==> src/rtl/decode_issue_buffer.sv <==
// Two-entry issue buffer between fetch and the per-format decoders: tags words with a major ID and one-hot format code.
// Optional macro ISSUE_STATS_EN adds saturating issue/stall statistics outputs.
module decode_issue_buffer #(
  parameter int unsigned addressWidth            = 64,
  parameter int unsigned instructionWidth        = 32,
  parameter int unsigned PidSize                 = 20,
  parameter int unsigned TidSize                 = 16,
  parameter int unsigned instructionCounterWidth = 64,
  parameter int unsigned PrimOpcodeSize          = 6,
  parameter int unsigned formatWidth             = 26,
  parameter int unsigned D                       = 2**5,
  parameter int unsigned B                       = 2**1,
  parameter int unsigned I                       = 2**4,
  parameter int unsigned SC                      = 2**3
) (
  input  logic                               clock_i,
  input  logic                               reset_i,
  input  logic                               fetchValid_i,
  output logic                               fetchReady_o,
  input  logic [0:instructionWidth-1]        instruction_i,
  input  logic [addressWidth-1:0]            instructionAddress_i,
  input  logic                               is64Bit_i,
  input  logic [PidSize-1:0]                 instructionPid_i,
  input  logic [TidSize-1:0]                 instructionTid_i,
  input  logic                               flush_i,
  input  logic                               stall_i,
  output logic                               enable_o,
  output logic [formatWidth-1:0]             instFormat_o,
  output logic [PrimOpcodeSize-1:0]          instructionOpcode_o,
  output logic [0:instructionWidth-1]        instruction_o,
  output logic [addressWidth-1:0]            instructionAddress_o,
  output logic                               is64Bit_o,
  output logic [PidSize-1:0]                 instructionPid_o,
  output logic [TidSize-1:0]                 instructionTid_o,
  output logic [instructionCounterWidth-1:0] instructionMajId_o
`ifdef ISSUE_STATS_EN
  ,
  output logic [31:0]                        issuedCount_o,
  output logic [31:0]                        stallCycles_o
`endif
);

  localparam int unsigned depth = 2;

  typedef struct packed {
    logic [instructionWidth-1:0]        instr;
    logic [addressWidth-1:0]            address;
    logic                               is64Bit;
    logic [PidSize-1:0]                 pid;
    logic [TidSize-1:0]                 tid;
    logic [instructionCounterWidth-1:0] majId;
    logic [PrimOpcodeSize-1:0]          opcode;
    logic [formatWidth-1:0]             format;
  } issueEntry_t;

  // Primary opcode to one-hot decoder format; unknown opcodes map to zero.
  function automatic logic [formatWidth-1:0] classify(input logic [PrimOpcodeSize-1:0] opc);
    logic [formatWidth-1:0] fmt;
    fmt = '0;
    if (opc inside {6'd2, 6'd3, 6'd7, 6'd8, [6'd10:6'd15], [6'd24:6'd29], [6'd32:6'd55]})
      fmt = formatWidth'(D);
    else if (opc == 6'd16)
      fmt = formatWidth'(B);
    else if (opc == 6'd17)
      fmt = formatWidth'(SC);
    else if (opc == 6'd18)
      fmt = formatWidth'(I);
    return fmt;
  endfunction

  issueEntry_t                        fifo [depth];
  issueEntry_t                        headReg;
  issueEntry_t                        newEntry;
  issueEntry_t                        nextOut;
  logic [1:0]                         count;
  logic [1:0]                         nextCount;
  logic                               headPtr;
  logic                               tailPtr;
  logic                               nextHead;
  logic                               push;
  logic                               pop;
  logic [instructionCounterWidth-1:0] majIdCounter;

  assign fetchReady_o = (count < 2'(depth));
  assign enable_o     = (count != 2'd0);

  // Handshake decode and selection of the entry that becomes head next cycle.
  always_comb begin
    push              = fetchValid_i && fetchReady_o && !flush_i;
    pop               = enable_o && !stall_i && !flush_i;
    newEntry          = '0;
    newEntry.instr    = instruction_i;
    newEntry.address  = instructionAddress_i;
    newEntry.is64Bit  = is64Bit_i;
    newEntry.pid      = instructionPid_i;
    newEntry.tid      = instructionTid_i;
    newEntry.majId    = majIdCounter;
    newEntry.opcode   = instruction_i[0:PrimOpcodeSize-1];
    newEntry.format   = classify(instruction_i[0:PrimOpcodeSize-1]);
    nextHead          = headPtr ^ pop;
    nextCount         = count;
    if (push && !pop)
      nextCount = count + 2'd1;
    else if (pop && !push)
      nextCount = count - 2'd1;
    nextOut = (push && (tailPtr == nextHead)) ? newEntry : fifo[nextHead];
  end

  always_ff @(posedge clock_i) begin
    if (reset_i) begin
      count   <= 2'd0;
      headPtr <= 1'b0;
      tailPtr <= 1'b0;
      headReg <= '0;
    end else if (flush_i) begin
      count   <= 2'd0;
      headPtr <= 1'b0;
      tailPtr <= 1'b0;
    end else begin
      if (push)
        fifo[tailPtr] <= newEntry;
      tailPtr <= tailPtr ^ push;
      headPtr <= nextHead;
      count   <= nextCount;
      // Output copy only refreshes while something is queued, so data holds when idle.
      if (nextCount != 2'd0)
        headReg <= nextOut;
    end
  end

  // Major ID counter survives flush so IDs stay unique; wraps naturally.
  always_ff @(posedge clock_i) begin
    if (reset_i)
      majIdCounter <= '0;
    else
      majIdCounter <= majIdCounter + instructionCounterWidth'(push);
  end

  assign instFormat_o         = headReg.format;
  assign instructionOpcode_o  = headReg.opcode;
  assign instruction_o        = headReg.instr;
  assign instructionAddress_o = headReg.address;
  assign is64Bit_o            = headReg.is64Bit;
  assign instructionPid_o     = headReg.pid;
  assign instructionTid_o     = headReg.tid;
  assign instructionMajId_o   = headReg.majId;

`ifdef ISSUE_STATS_EN
  // Saturating statistics, cleared only by reset.
  always_ff @(posedge clock_i) begin
    if (reset_i) begin
      issuedCount_o <= '0;
      stallCycles_o <= '0;
    end else begin
      if (pop && (issuedCount_o != '1))
        issuedCount_o <= issuedCount_o + 32'd1;
      if (enable_o && stall_i && (stallCycles_o != '1))
        stallCycles_o <= stallCycles_o + 32'd1;
    end
  end
`endif

endmodule

==> config.mk <==
export PLATFORM = sky130hd
export DESIGN_NAME = decode_issue_buffer
export DESIGN_NICKNAME = d
export VERILOG_FILES = /design/src/rtl/decode_issue_buffer.sv
export SDC_FILE = /design/constraint.sdc
export NUM_CORES = 1
export LEC_CHECK = 0
export ABC_AREA = 0
export CORE_AREA = 2 2 224 226
export DETAILED_ROUTE_END_ITERATION = 10
export DIE_AREA = 0 0 226 228
export PLACE_DENSITY = 0.8
export SLEW_MARGIN = 20
export SYNTH_ARGS = -nofsm -noshare
export SYNTH_HDL_FRONTEND = slang
export SYNTH_SLANG_ARGS = --single-unit
==> constraint.sdc <==
create_clock -name clock_i -period 14.2 [get_ports clock_i]
set_input_delay 2.84 -clock clock_i [delete_from_list [all_inputs] [get_ports clock_i]]
set_output_delay 2.84 -clock clock_i [all_outputs]
set_load 0.01 [all_outputs]
==> results.yml <==
flow_run:
  maxCapViolCount: 0
global_routing:
  grt-ovfl-total: 0
  antenna_found_initial: 11
  grt_pass1_wl_mm: 101
  grt_max_degree: 117
  gr-usage-all-layers_pct: 24.8
  grt_pass1_vias: 18200
detailed_routing:
  routedWlPerCell_um: 20.5
  final_antenna_net_count: 0
  drc: 0
  vias: 18600
  drtIter0Drc: 1634
  drtPass1Iterations: 5
  via_per_inst: 5.83
  postRouteWirelength_mm: 65.2
synth:
  ys_types: 47
  synth-seq-cells: 671
  synth_top_area_share_pct: 45.1
  synth-main-ff-cell: "edfxtp_1"
  synth.area.top_cells: "edfxtp_1 45%, dfxtp_1 20%, mux2i_1 7.5%, a221o_1 7.5%, a21oi_1 4.3%"
  yosysWarnings: 0
  postSynthCellCount: 2193
  yosys.area.top_type: "edfxtp_1"
  netlist_area_mm2: 0.0268
  synth_area_per_cell_um2: 12.2
  synth_edf_count: 402
  ys_seq_area_share_pct: 65.2
  synth.most_common_cell: "edfxtp_1"
  synth_commonest_cells: "402 x edfxtp_1, 269 x dfxtp_1, 246 x nor2_1"
  synthArstFlopShare_pct: 0
floorplan:
  design.die.area_mm2: 0.0515
  die-width_um: 226
  start_util_pct: 54.2
  pin_count: 369
  core_area_mm2: 0.0493
  die_y_um: 228
  rows: 82
timing:
  finalMaxSlewViolations: 0
  layout_setup_ws_ns: 8.34
  finalCritPeriodShare_pct: 41.2
  fin_skew_ns: 0.0208
  max_clock_freq_mhz: 171
  tns_ns: 0
  slew_headroom_pct: 25.8
  finalHoldViolCount: 0
  setup_viol: 0
  tightest_slew_ns: 1.11
  fin_crit_ns: 5.86
  rsz0062_at_grt: "false"
place:
  finalWeightedCongestion: 0.784
  dp_slack_ns: 7.64
  dp_hpwl_mm: 37.7
  io_buffers: 346
min_path:
  worstHoldStart: "instructionTid_o[7]"
  hold_end: "instructionTid_o[7]"
  holdPathStages: 2
  hp-class: "reg -> reg"
setup_path:
  worstSetupEndpointType: "flip-flop"
  r2r_cells: 9
  required_ns: 14.70
  startpoint_type: "input port"
  crit_type: "in -> reg"
  cp_max_fo: 58
  timing.rr.end: "instruction_o[11]"
  r2r-start: "count[0]"
  rrSetupSlack_ns: 10.34
  worst-endpoint-arrival_ns: 6.35
clocking:
  clk_latency_ns: 0.59
  cts_tree: "built"
  clock-sinks: 671
  cts_hold_buf: 0
  clk_path_buf_depth: 3
  cts_resized: 0
  path_clk_slew_ns: 0.06
  htreeDepth: 3
  postCtsSetupRepairBufs: 0
  root_buffer: "clkbuf_16"
  cts_made_buffers: 69
final_layout:
  finalNetCount: 2595
  fillerInstances: 3602
  syn_to_final_growth_pct: 22.7
  drive_gt1_share_pct: 5.74
run_status:
  run_status: "complete, no violations"
pwr:
  p_leak_nw: 12.4
  peakVddDrop_mv: 0.0964
  p_per_area_mw_per_mm2: 134
==> cell type report <==
type	instances	area, um2	area share (%)
clock buffer	101	2010	6.12
timing repair buffer	370	3690	11.3
sequential	671	17500	53.2
multi-input combinational	1325	8480	25.8
inverter	17	63.8	0.194
clock inverter	23	265	0.808
tap	672	841	2.56
antenna	7	17.5	0.0534
==> registers in the layout, indices dropped and copies added (netlist names), 2 cells and up <==
name                  cells
count                     2
majIdCounter             64
instruction_o            31
fifo                    402
instructionMajId_o       64
instFormat_o              4
instructionPid_o         20
instructionAddress_o     64
instructionTid_o         16
==> worst max path at each step <==
stage	start	endpoint	slack (ns)	depth (start not counted)
after floorplan	reset_i	fifo[0][100]	0.95	8
after global placement	reset_i	fifo[0][79]	7.73	6
after detailed placement	stall_i	instructionAddress_o[29]	7.64	8
after CTS	stall_i	instructionAddress_o[22]	8.23	8
after global routing	reset_i	fifo[1][71]	8.15	5
final	flush_i	instruction_o[11]	8.34	8
==> power breakdown <==
| group | internal (mW) | switching (mW) | leakage (nW) |
|---|---|---|---|
| Clock | 1.09 | 0.719 | 1.12 |
| Sequential | 2.12 | 0.0323 | 6.09 |
| Combinational | 0.186 | 0.246 | 5.22 |
==> worst max-delay path, cell delays in order <==
cell             delay [ns]
clkdlybuf4s50_1        0.47
nor3_1                 0.34
xnor2_2                0.17
buf_4                  0.73
buf_4                  0.97
mux2i_1                0.19
a221o_1                0.39
a21oi_1                0.14
==> routing by layer <==
layer | track usage, % | routed length, um
met1 | 33.3 | 27000
met3 | 6.30 | 5410
met5 | 0 | 93
met2 | 39.1 | 30800
met4 | 9.21 | 1890
==> cell families after synthesis <==
group                    count (synthesis)  synth area share (%)
other                                    1                0.0140
flip-flops                             671                  65.2
XOR/XNOR                                41                  1.39
AND/OR/NAND/NOR                        593                  9.59
adder cells (fa/ha/maj)                  3                 0.140
buffers and inverters                  218                  3.50
AO/OA/AOI/OAI                          464                  12.6
multiplexers                           202                  7.56
==> cells in the final DEF (no fill, tap or decap), types with 21 or more instances in the layout <==
cell type        instances
clkbuf_16               71
a21oi_1                230
clkdlybuf4s50_1        345
xnor2_1                 25
conb_1                  22
nor2_1                 245
mux2i_1                201
nand2_1                224
o21ai_0                 21
edfxtp_1               402
dfxtp_1                269
a221o_1                200
==> stage by stage <==
step	hold WS [ns]	instance area, um2	total power, mW	cells	util, %
final	0.450	32800	4.39	3186	66.5
after global routing	0.470	32800	4.53	3181	66.5
after CTS	0.454	32800	4.42	3178	66.4
after detailed placement	0.446	30500	2.62	3054	61.8
after global placement	0.443	30500	2.61	3053	61.7
after floorplan	0.420	26800	2.43	2214	-
Note: power is estimated with default switching activity, not from simulation.
